`config.mk`:
```
export PLATFORM = sky130hd
export DESIGN_NAME = reg_bank_scheduler
export DESIGN_NICKNAME = d
export VERILOG_FILES = /design/src/rtl/reg_bank_scheduler.sv
export SDC_FILE = /design/constraint.sdc
export NUM_CORES = 1
export LEC_CHECK = 0
export CAP_MARGIN = 10
export CORE_MARGIN = 4
export CORE_UTILIZATION = 46
export DETAILED_ROUTE_END_ITERATION = 8
export PLACE_DENSITY = 0.88
export SLEW_MARGIN = 20
export SYNTH_ARGS = -nofsm -noshare
export SYNTH_HDL_FRONTEND = slang
export SYNTH_SLANG_ARGS = --single-unit
```
`constraint.sdc`:
```
create_clock -name Clock -period 3.6 [get_ports Clock]
set_input_delay 0.9 -clock Clock [delete_from_list [all_inputs] [get_ports Clock]]
set_output_delay 0.9 -clock Clock [all_outputs]
set_load 0.02 [all_outputs]
```
`src/rtl/reg_bank_scheduler.sv`:
```
// Round-robin scheduler sharing a bank of FunSel registers between requesters.
// A granted requester applies one FunSel operation, repeated for its burst count, to one register.
module reg_bank_scheduler #(
  parameter int unsigned NREQ  = 2,
  parameter int unsigned NREG  = 4,
  parameter int unsigned SEL_W = 2,
  parameter int unsigned CNT_W = 4
) (
  input  logic                    Clock,
  input  logic                    rst,
  input  logic [NREQ-1:0]         req,
  input  logic [2*NREQ-1:0]       op_fs,
  input  logic [SEL_W*NREQ-1:0]   op_sel,
  input  logic [CNT_W*NREQ-1:0]   op_cnt,
  input  logic [16*NREQ-1:0]      op_data,
  output logic [NREQ-1:0]         gnt,
  output logic [NREQ-1:0]         done,
  output logic                    err,
  output logic                    busy,
  output logic [NREG-1:0]         reg_E,
  output logic [1:0]              reg_FunSel,
  output logic [15:0]             reg_I
);

  localparam int unsigned REQ_W = (NREQ > 1) ? $clog2(NREQ) : 1;

  typedef enum logic [1:0] {IDLE, RUN, DONE} state_t;

  state_t             state_q, state_d;
  logic [REQ_W-1:0]   last_q, last_d;
  logic [REQ_W-1:0]   w_q, w_d;
  logic [CNT_W-1:0]   rem_q, rem_d;
  logic [NREQ-1:0]    gnt_q, gnt_d;
  logic [NREQ-1:0]    done_q, done_d;
  logic               err_q, err_d;
  logic               busy_q, busy_d;
  logic [NREG-1:0]    e_q, e_d;
  logic [1:0]         fs_q, fs_d;
  logic [15:0]        i_q, i_d;

  logic [1:0]         fs_a   [NREQ];
  logic [SEL_W-1:0]   sel_a  [NREQ];
  logic [CNT_W-1:0]   cnt_a  [NREQ];
  logic [15:0]        data_a [NREQ];

  for (genvar g = 0; g < NREQ; g++) begin : g_unpack
    assign fs_a[g]   = op_fs[2*g +: 2];
    assign sel_a[g]  = op_sel[SEL_W*g +: SEL_W];
    assign cnt_a[g]  = op_cnt[CNT_W*g +: CNT_W];
    assign data_a[g] = op_data[16*g +: 16];
  end

  // Round-robin search starting just after the last served requester.
  logic               found;
  logic [REQ_W-1:0]   win;
  logic [REQ_W:0]     cand;

  always_comb begin
    found = 1'b0;
    win   = '0;
    cand  = '0;
    for (int unsigned k = 1; k <= NREQ; k++) begin
      cand = {1'b0, last_q} + (REQ_W+1)'(k);
      if (cand >= (REQ_W+1)'(NREQ)) cand = cand - (REQ_W+1)'(NREQ);
      if (!found && req[cand[REQ_W-1:0]]) begin
        found = 1'b1;
        win   = cand[REQ_W-1:0];
      end
    end
  end

  logic [1:0]       fs_w;
  logic [SEL_W-1:0] sel_w;
  logic [CNT_W-1:0] cnt_w;

  always_comb begin
    state_d = state_q;
    last_d  = last_q;
    w_d     = w_q;
    rem_d   = rem_q;
    gnt_d   = gnt_q;
    done_d  = '0;
    err_d   = 1'b0;
    busy_d  = busy_q;
    e_d     = e_q;
    fs_d    = fs_q;
    i_d     = i_q;
    fs_w    = fs_a[win];
    sel_w   = sel_a[win];
    cnt_w   = cnt_a[win];
    unique case (state_q)
      IDLE: begin
        if (found) begin
          w_d    = win;
          gnt_d  = NREQ'(1) << win;
          busy_d = 1'b1;
          if (32'(sel_w) < NREG) begin
            state_d = RUN;
            e_d     = NREG'(1) << sel_w;
            fs_d    = fs_w;
            i_d     = data_a[win];
            rem_d   = (cnt_w == '0 || fs_w[1]) ? CNT_W'(1) : cnt_w;
          end else begin
            // Out-of-range select completes immediately; bus and enables stay untouched.
            state_d = DONE;
            done_d  = NREQ'(1) << win;
            err_d   = 1'b1;
            last_d  = win;
          end
        end
      end
      RUN: begin
        if (rem_q == CNT_W'(1)) begin
          state_d = DONE;
          gnt_d   = '0;
          e_d     = '0;
          done_d  = NREQ'(1) << w_q;
          last_d  = w_q;
        end else begin
          rem_d = rem_q - CNT_W'(1);
        end
      end
      DONE: begin
        state_d = IDLE;
        gnt_d   = '0;
        busy_d  = 1'b0;
        e_d     = '0;
      end
      default: state_d = IDLE;
    endcase
  end

  always_ff @(posedge Clock or negedge rst) begin
    if (!rst) begin
      state_q <= IDLE;
      last_q  <= REQ_W'(NREQ - 1);
      w_q     <= '0;
      rem_q   <= '0;
      gnt_q   <= '0;
      done_q  <= '0;
      err_q   <= 1'b0;
      busy_q  <= 1'b0;
      e_q     <= '0;
      fs_q    <= '0;
      i_q     <= '0;
    end else begin
      state_q <= state_d;
      last_q  <= last_d;
      w_q     <= w_d;
      rem_q   <= rem_d;
      gnt_q   <= gnt_d;
      done_q  <= done_d;
      err_q   <= err_d;
      busy_q  <= busy_d;
      e_q     <= e_d;
      fs_q    <= fs_d;
      i_q     <= i_d;
    end
  end

  assign gnt        = gnt_q;
  assign done       = done_q;
  assign err        = err_q;
  assign busy       = busy_q;
  assign reg_E      = e_q;
  assign reg_FunSel = fs_q;
  assign reg_I      = i_q;

endmodule

```
== Yosys cells after proc, flatten, opt, wreduce, memory -nomap -nowiden ==
Cells that the tools add are included.

* Flip-flop bits (word level): 35
* Input port bits: 52
* Logic and storage cells: 83

* Add/sub/neg operators: 5
* Magnitude comparators: 5
* Equal/unequal tests: 6
* Shift operators: 3
* Muxes and demuxes: 39
* Bitwise operators: 1
* Reductions and logical operators: 14

{| class="wikitable"
|+ Operator list
! kind !! count
|-
| 16-bit 2-to-1 mux || 3
|-
| 4-bit 2-to-1 mux || 8
|-
| 2-bit 2-to-1 mux || 12
|-
| 4-bit one-hot mux with 3 select lines || 1
|-
| 1-bit 2-to-1 mux || 11
|-
| 4-bit one-hot mux with 2 select lines || 1
|-
| 2-bit AND reduction || 4
|-
| 2-bit >= comparator, second input constant || 3
|-
| 2-bit != test, second input constant || 3
|-
| 2-bit one-hot mux with 3 select lines || 1
|-
| 3-bit AND reduction || 2
|-
| 4-bit by 1-bit equality test with 1-bit output, second input constant || 1
|-
| 4-bit zero test || 1
|-
| 1-bit by 2-bit < comparator with 1-bit output, second input constant || 2
|-
| 2-bit one-hot mux with 2 select lines || 1
|-
| 2-bit nonzero test || 2
|-
| 1-bit by 1-bit << shifter with 2-bit output, first input constant || 2
|-
| 1-bit by 2-bit << shifter with 4-bit output, first input constant || 1
|-
| 4-bit by 1-bit subtractor with 4-bit output, second input constant || 1
|-
| 3-bit nonzero test || 1
|-
| 1-bit by 1-bit adder with 2-bit output, second input constant || 1
|-
| 1-bit by 2-bit adder with 2-bit output, second input constant || 1
|-
| 2-bit by 1-bit equality test with 1-bit output, second input constant || 1
|-
| 2-bit equality test, second input constant || 1
|-
| other kinds (7) || 8
|}

== Longest topological paths before layout ==
Gate-level depths: netlist (run 1).

* Depth in word-level cells: 18
* Depth in mapped cells: 7

== Worst setup path after synthesis (run 1) ==
No wires, ideal clock.

* Path kind: input to register
* Start point: input req[1]
* End point: register rem_q[0]
* Library setup time: 0.126 ns
* Data arrival time: 1.759 ns
* Data required time: 3.474 ns
* Path slack: 1.715 ns
* Cell stages on the path: 5
* Path through: a21boi_2 -> buf_4 -> nor4_1 -> a21oi_1 -> a221o_1

* Longest elaborated chain between the ends: 15
* Elaborated cells between the ends (all ways): 24

{| class="wikitable"
|+ RTL lines
! element !! RTL line !! source
|-
| start: declaration || 11 || <nowiki>input logic [NREQ-1:0] req,</nowiki>
|-
| 1-bit 2-to-1 mux (implied by the code) (2 in series) || 65 || <nowiki>if (!found && req[cand[REQ_W-1:0]]) begin</nowiki>
|-
| 1-bit 2-to-1 mux || 65 ||
|-
| 1-bit zero test || 65 ||
|-
| 1-bit logical AND || 65 ||
|-
| 1-bit 2-to-1 mux || 65 ||
|-
| 1-bit inverter with 2-bit output (implied by the code) || 88, 90 ||
|-
| 4-bit 2-to-1 mux (implied by the code) (3 in series) || 90 || <nowiki>cnt_w = cnt_a[win];</nowiki>
|-
| 4-bit zero test || 102 || <nowiki>rem_d = (cnt_w == '0 || fs_w[1]) ? CNT_W'(1) : cnt_w;</nowiki>
|-
| 1-bit logical OR || 102 ||
|-
| 4-bit 2-to-1 mux || 102 ||
|-
| 4-bit 2-to-1 mux || 93 || <nowiki>if (found) begin</nowiki>
|-
| 4-bit one-hot mux with 2 select lines || 91 || <nowiki>unique case (state_q)</nowiki>
|-
| end signal: assignment || 150 || <nowiki>rem_q <= rem_d;</nowiki>
|-
| end: declaration || 32 || <nowiki>logic [CNT_W-1:0] rem_q, rem_d;</nowiki>
|}

Several ways; a longest one is shown, not always the timed one. The select of a mux whose other input is x is not followed.
A chain may end at the register's enable or synchronous reset.

== Final worst setup path (run 1) ==
* Start point: input req[1]
* End point: register rem_q[2]

The elaborated chain is that of the path after synthesis.

==> results of run 1 <==
kinds of logic after synthesis:
logic type / Yosys count / share of synthesized area, %
flip-flops: 35 / 46.33
adder cells (fa/ha/maj): 7 / 4.626
AND/OR/NAND/NOR: 61 / 15.93
AO/OA/AOI/OAI: 44 / 14.61
other: 1 / 0.1981
buffers and inverters: 16 / 4.560
multiplexers: 25 / 13.75
cell usage in the layout, fill, tap and decap left out, types with 6 or more instances in the layout:
cell type and n:
mux2i_1 17, o21ai_0 20, nor2_1 12, dfrtp_1 34, a21oi_1 10, nand2_1 23, ha_1 7, clkdlybuf4s50_1 78
inv_1 6, mux2_2 8
critical path, stage by stage:
cell and delay, ps:
clkdlybuf4s50_1 570, a21boi_2 500, nor3b_1 100, a2111oi_0 460, a221oi_1 90
per-layer routing:
metal	GRT usage, %	vias to the layer above	part of all wire, %
met5	0	-	0
met4	8.768	0	3.3
met3	3.740	18	5.4
met2	32.46	67	51
met1	24.93	826	41
li1	-	821	-
sequential cells by signal, summed over array words and instances, names as in the netlist:
signal / flops
reg_E: 4
last_q: 1
done: 2
state_q: 2
w_q: 1
reg_I: 16
busy: 1
gnt: 2
reg_FunSel: 2
rem_q: 4
final cells by class:
type / count / area (um2)
Sequential cell: 35 / 877.1
Tap cell: 50 / 62.56
Clock buffer: 8 / 80.08
Timing Repair Buffer: 81 / 803.3
Multi-Input combinational cell: 138 / 933.4
Fill cell: 306 / 1221
Inverter: 6 / 22.52
power groups by stage:
stage | Clock, mW | Combinational, mW | Sequential (mW)
floorplan | 0 | 0.552 | 0.830
global placement | 0 | 1.11 | 0.682
detailed placement | 0 | 1.15 | 0.692
CTS | 0.279 | 1.15 | 0.688
global route | 0.298 | 1.25 | 0.711
finish | 0.277 | 1.15 | 0.688
stage by stage:
step	utilization [%]	power, mW
floorplan	-	1.382
global placement	67.47	1.796
detailed placement	67.47	1.844
CTS	69.47	2.120
global route	69.47	2.263
finish	69.47	2.111
worst max-delay path by stage:
stage | startpoint | to | slack (ps)
detailed placement | req[1] | rem_q[2]$_DFFE_PN0P_ | 820
floorplan | req[1] | rem_q[0]$_DFFE_PN0P_ | 1710
global route | req[1] | rem_q[2]$_DFFE_PN0P_ | 980
global placement | req[1] | rem_q[2]$_DFFE_PN0P_ | 910
finish | req[1] | rem_q[2]$_DFFE_PN0P_ | 1110
CTS | req[1] | rem_q[2]$_DFFE_PN0P_ | 1120
==> results.toml, run 1 <==
[run_status]
run_status = "finished, final reports clean"

[power]
seq_power_share_pct = 32.6
p_leak_nw = 1.218
p_int_mw = 1.253
ir_drop_v = 0.0004640
combPwrFrac_pct = 54.3
switchingPower_mw = 0.8578
power.share.clock_pct = 13.1
power.density_nw_per_um2 = 759.5
netSwitchingFraction_pct = 40.64

[clock_network]
clock-sinks = 35
clk_latency_ps = 290
cts_buffer_depth = 2
path_clk_slew_ps = 60
tritoncts = "done"
htreeDepth = 2
cts-root-buf = "clkbuf_8"
post_cts_buffers = 0
cts_hold_buf = 0
cts_made_buffers = 5
cts_resized = 0

[global_route]
grt_max_degree = 36
grt_pass1_vias = 1695
grt_usage_pct = 19.64
grt_pass1_wl_um = 7935
antenna_found_initial = 0
overflow = 0

[timing]
worstMarginPinSlew_ps = 538.3
setup_tns_ps = 0
clock_skew_ps = 7.159
rsz0062_at_grt = "no"
whs_ps = 470.6
period_needed_ps = 2491
setup_viol = 0
slew_headroom_pct = 63.90
max_freq_ghz = 0.4014
min_period_over_period_pct = 69.19
final_hold_viol_count = 0
maxSlewViolCount = 0
setup_slack_ps = 1109

[synth]
synth_nets = 248
yosys.area.top_type = "dfrtp_1"
synth_edf_count = 0
avgSynthCellArea_um2 = 10.02
synth_top_area_share_pct = 44.94
yosysSeqAreaShare_pct = 46.33
syn_area_um2 = 1893
synth_ff_type = "dfrtp_1"
syn_inst = 189
synth_seq_cells = 35
async_reset_ff_share_pct = 100.0
synth.most_common_cell = "dfrtp_1"
synth_cell_types = 38
ys_top_cells_by_area = "dfrtp_1, mux2i_1, o21ai_0"
synth_common_cells = "dfrtp_1, nand2_1, o21ai_0"
yosysWarnings = 0

[floorplanning]
die-area_um2 = 5206
die_h_um = 72.15
pin_count = 80
die_x_um = 72.15
core-area_um2 = 4000
fp-row-count = 23
initial_core_util_pct = 47.33

[worst_setup_path]
regToRegSetupSlack_ps = 1590
worstSetupPathType = "primary input to flip-flop"
critPathRequiredTime_ps = 3740
crit_fanout = 11
endpoint_kind = "flip-flop"
rr_startpoint = "state_q[0]$_DFFE_PN0P_"
critPathLaunchType = "primary input"
r2r_end = "reg_E[1]$_DFFE_PN0P_"
worst-r2r-cell-count = 5
worstPathArrival_ps = 2630

[worst_hold_path]
min_to = "done[0]$_DFF_PN0_"
hold_class = "flip-flop to flip-flop"
hold_depth = 1
worstHoldStart = "w_q$_DFFE_PN0P_"

[layout]
area_growth_pct = 46.79
fin_cells = 318
postLayoutCellArea_um2 = 2779
diodes = 0
drive_above_1_share_pct = 8.209
nets = 326

[detailed_routing]
drtIter0Drc = 137
drc_errors = 0
drt-total-wl_um = 5025
ant_nets = 0
vias = 1732
wl_per_cell_um = 15.80
via_per_inst = 5.447
dr.pass1.iters = 4

[placed_design]
pre_cts_ws_ps = 824.5
dp_cells = 310
hpwlAfterDp_um = 3815
dpl-instance-area_um2 = 2699
routabilityCongestion = 0.8169
io_buffers = 78

[job]
timing.max_cap.violations = 0
No activity file was read; power rests on OpenSTA's default activity.
==> run 2, diff against run 1 <==
--- a/config.mk
+++ b/config.mk
@@ -7,9 +7,9 @@
 export LEC_CHECK = 0
 export CAP_MARGIN = 10
 export CORE_MARGIN = 4
-export CORE_UTILIZATION = 46
+export CORE_UTILIZATION = 42
 export DETAILED_ROUTE_END_ITERATION = 8
-export PLACE_DENSITY = 0.88
+export PLACE_DENSITY = 0.81
 export SLEW_MARGIN = 20
 export SYNTH_ARGS = -nofsm -noshare
 export SYNTH_HDL_FRONTEND = slang
==> constraint.sdc (replaced) <==
create_clock -name Clock -period 2.4 [get_ports Clock]
set_input_delay 0.6 -clock Clock [delete_from_list [all_inputs] [get_ports Clock]]
set_output_delay 0.6 -clock Clock [all_outputs]
set_load 0.02 [all_outputs]
==> results.toml, run 2 (same netlist as run 1, synthesis figures left out) <==
[detailed_routing]
wl_met1_um = 1859
wl_met3_um = 470
wl_per_cell_um = 14.13
drc_errors = 0
drtIter0Drc = 89
ant_nets = 0
vias = 1615
route.met2.wl_um = 2188
drt-total-wl_um = 4537
top_layer = "met4"
via_per_inst = 5.031
dr.pass1.iters = 5

[floorplanning]
die_x_um = 75.14
fp-row-count = 24
die-area_um2 = 5645
initial_core_util_pct = 43.48
pin_count = 80
core-area_um2 = 4354
die_h_um = 75.14

[timing]
worstMarginPinSlew_ps = 776.1
min_period_over_period_pct = 87.32
setup_viol = 0
final_hold_viol_count = 0
period_needed_ps = 2096
clock_skew_ps = 5.562
slew_headroom_pct = 48.26
rsz0062_at_grt = "no"
max_freq_ghz = 0.4772
maxSlewViolCount = 0
setup_tns_ps = 0

[layout]
largest_reg_flops = 16
layout_commonest_cell = "clkdlybuf4s50_1"
nets = 327
drive_above_1_share_pct = 9.294
postLayoutCellArea_um2 = 2798
diodes = 0
most-common-layout-cells = "clkdlybuf4s50_1, dfrtp_1, nand2_1, o21ai_0, mux2i_1"
area_growth_pct = 47.79

[global_route]
antenna_found_initial = 0
grt_pass1_wl_um = 7120
grt_usage_pct = 16.70
grt_pass1_vias = 1539
grt_max_degree = 36
overflow = 0

[power]
ir_drop_v = 0.0005050
p_leak_nw = 1.231
power.density_nw_per_um2 = 1132

[worst_hold_path]
hold_class = "primary input to asynchronous set/reset pin"

[clock_network]
tritoncts = "done"
cts-root-buf = "clkbuf_8"
cts_resized = 0
cts_hold_buf = 0
clock-sinks = 35
clk_latency_ps = 280
cts_made_buffers = 5
cts_buffer_depth = 2
htreeDepth = 2
path_clk_slew_ps = 70
post_cts_buffers = 0

[placed_design]
io_buffers = 78
routabilityCongestion = 0.8316
hpwlAfterDp_um = 3531
dpl-instance-area_um2 = 2716

[worst_setup_path]
critPathRequiredTime_ps = 2530
crit_fanout = 11
regToRegSetupSlack_ps = 390
worstPathArrival_ps = 2230
critPathLaunchType = "primary input"
endpoint_kind = "flip-flop"
worstSetupPathType = "primary input to flip-flop"

[run_status]
run_status = "finished, final reports clean"

[job]
timing.max_cap.violations = 0
-- run 2: changes by cell type in the layout (fill, tap and decap cells not counted) --
cell | previous run | this run
clkdlybuf4s50_1 | 78 | 77
buf_12 | 0 | 1
clkinv_2 | 0 | 1
clkbuf_1 | 3 | 2
buf_2 | 0 | 1
-- run 2: power by group --
group / internal (mW) / total, mW / switching [mW]
clock: 0.204 / 0.405 / 0.201
combinational: 0.834 / 1.74 / 0.902
sequential: 0.859 / 1.03 / 0.167
-- run 2: worst paths after layout --
check	from	endpoint	cells past startpoint
max in group asynchronous	rst	reg_I[8]$_DFFE_PN0P_	1
max	req[1]	rem_q[2]$_DFFE_PN0P_	5
min in group Clock	w_q$_DFFE_PN0P_	done[0]$_DFF_PN0_	1
min reg2reg	w_q$_DFFE_PN0P_	done[0]$_DFF_PN0_	1
max reg2reg	state_q[1]$_DFFE_PN0P_	reg_E[3]$_DFFE_PN0P_	5
min	rst	rem_q[2]$_DFFE_PN0P_	1
-- run 2: metrics by stage --
step                util, %  setup slack (ps)  hold WS [ps]  cells  total power [mW]
CTS                   64.25             295.5         427.5    321             3.208
global route          64.25             76.32         467.0    321             3.421
detailed placement    62.39            -2.481         462.1    313             2.788
floorplan                 -             660.3         304.4    189             2.073
finish                64.25             304.4         392.5    321             3.167
global placement      62.39             80.10         459.4    313             2.737
-- run 2: layout make-up --
| cell class | instances | area [um2] |
|---|---|---|
| sequential | 35 | 877.1 |
| clock buffer | 7 | 76.32 |
| fill | 344 | 1556 |
| timing repair buffer | 82 | 818.3 |
| multi-input combinational | 138 | 933.4 |
| clock inverter | 1 | 5.005 |
| inverter | 6 | 22.52 |
| tap | 52 | 65.06 |
-- run 2: per-layer routing --
metal	up-vias	global-route usage, %
li1	824	-
met1	728	20.13
met2	61	27.66
met3	2	7.076
met4	0	4.272
met5	-	0
-- run 2: critical path, stage by stage --
cell and delay (ps):
clkdlybuf4s50_1 560, a21boi_2 450, nor3b_1 90, a2111oi_0 410, a221oi_1 110
==> run 3, diff against run 2 <==
--- a/config.mk
+++ b/config.mk
@@ -5,7 +5,8 @@
 export SDC_FILE = /design/constraint.sdc
 export NUM_CORES = 1
 export LEC_CHECK = 0
-export CAP_MARGIN = 10
+export ABC_CLOCK_PERIOD_IN_PS = 2400
+export CAP_MARGIN = 20
 export CORE_MARGIN = 4
 export CORE_UTILIZATION = 42
 export DETAILED_ROUTE_END_ITERATION = 8
==> results of run 3 <==
No change in the layout: final DEF, timing and power equal those of run 2.
==> RTL change, RTL diff (settings of run 1) <==
Set the parameter `SEL_W` to 3 (it was 2).
--- a/src/rtl/reg_bank_scheduler.sv
+++ b/src/rtl/reg_bank_scheduler.sv
@@ -5,3 +5,3 @@
   parameter int unsigned NREG  = 4,
-  parameter int unsigned SEL_W = 2,
+  parameter int unsigned SEL_W = 3,
   parameter int unsigned CNT_W = 4
Interface: changed (resized op_sel); port bits go from 80 to 82. The function was not compared with the original's and may differ.
==> RTL change against run 1 <==
Worst setup slack worse by 0.26 ns. Cell area is 7.5% higher. Sequential cell count is 1 higher. Synthesized area is 9.6% higher. Die area is 8.5% higher. Sequential share of layout area is 1.4 points lower. Power is 14% higher. Wire length is 10% higher. Synthesized cell count is 16% higher. Largest power group unchanged. Highest routed layer unchanged.
==> RTL change: results (changes against run 1) <==
Port Buffer Count=81 (was 78); slowest cell delay on critical path=0.52 ns (was 0.57 ns); WL met2=2840 um (was 2550 um); peak supply drop=0.458 mV (was 0.464 mV); largest net degree at the start of global routing=38 (was 36); GRT met2 Usage=0.346 (was 0.325); mean routed wirelength per cell=15.9 um (was 15.8 um); Max-slew headroom=0.470 (was 0.639); GRT Overall Usage=0.206 (was 0.196); status=finished, final reports clean (unchanged); sequential area share after synthesis=0.435 (was 0.463); cell depth of the worst hold path=2 (was 1); Leak=1.20 nW (was 1.22 nW); first-pass GRT wire length=8910 um (was 7940 um); worst-path maximum fanout=29 (was 11); Area contributors post-synth=dfrtp_1 42%, nand2_1 7.8%, a41oi_1 7.6% (was dfrtp_1 45%, mux2i_1 9.0%, o21ai_0 5.6%); R2R Path End=rem_q[0]$_DFFE_PN0P_ (was reg_E[1]$_DFFE_PN0P_); DR vias/cell=5.66 (was 5.45); Reg-to-Reg Start=state_q[1]$_DFFE_PN0P_ (was state_q[0]$_DFFE_PN0P_); FF-to-FF setup slack=1.43 ns (was 1.59 ns); Met3 Wirelength=354 um (was 269 um); CP arrival=2.92 ns (was 2.63 ns); nets=357 (was 326); placed wire-length estimate=4180 um (was 3820 um); global routing usage on met3=0.0654 (was 0.0374); top cells by count, synth=43 x nand2_1, 35 x dfrtp_1, 19 x a21oi_1 (was 34 x dfrtp_1, 23 x nand2_1, 21 x o21ai_0); hold wc startpoint=busy$_DFFE_PN0P_ (was w_q$_DFFE_PN0P_); Seq pwr share=0.300 (was 0.326); GP Congestion=0.894 (was 0.817); Switch Pwr=1.02 mW (was 858 uW); Fillers=332 (was 306); M1 WL=2270 um (was 2040 um); share of layout cells above drive strength 1=0.0943 (was 0.0821)
-- RTL change: through the flow --
stage	total power [mW]	setup WS, ns	instances	utilization	instance area, um^2
6_report	2.41	0.852	349	0.686	2990
5_1_grt	2.58	0.760	349	0.686	2990
4_1_cts	2.42	0.856	349	0.686	2990
3_5_place_dp	2.14	0.549	342	0.668	2910
3_3_place_gp	2.09	0.615	342	0.668	2910
2_1_floorplan	1.59	1.46	220	-	2070
-- RTL change: worst min-delay path, cell delays in order, from the launching register on --
cell,delay [ns]
dfrtp_1,0.35
nand2_1,0.05
o21ai_0,0.06
-- RTL change: cell families (layout without fill, tap and decap cells) --
group	Yosys count	in the layout	share of synthesized area
adder cells (fa/ha/maj)	6	6	0.0362
AND/OR/NAND/NOR	77	77	0.180
AO/OA/AOI/OAI	67	67	0.238
flip-flops	36	36	0.435
buffers and inverters	22	99	0.0476
multiplexers	12	12	0.0639
-- RTL change: worst max path at each step --
stage          startpoint                   end  cells after the start
6_report           req[0]  rem_q[0]$_DFFE_PN0P_                      5
5_1_grt            req[0]  reg_E[2]$_DFFE_PN0P_                      5
4_1_cts            req[0]  rem_q[0]$_DFFE_PN0P_                      5
3_5_place_dp       req[0]  rem_q[0]$_DFFE_PN0P_                      5
3_3_place_gp       req[0]  rem_q[0]$_DFFE_PN0P_                      5
2_1_floorplan   op_sel[5]  rem_q[0]$_DFFE_PN0P_                      4
-- RTL change: final cells by class --
class | instances | area (um^2) | share of cell area
clock buffers | 6 | 72.6 | 0.0243
clock inverters | 1 | 5.00 | 0.00168
well taps | 52 | 65.1 | 0.0218
flip-flops and latches | 36 | 902 | 0.302
repair buffers | 86 | 843 | 0.282
multi-input cells | 162 | 1080 | 0.361
inverters | 6 | 22.5 | 0.00754
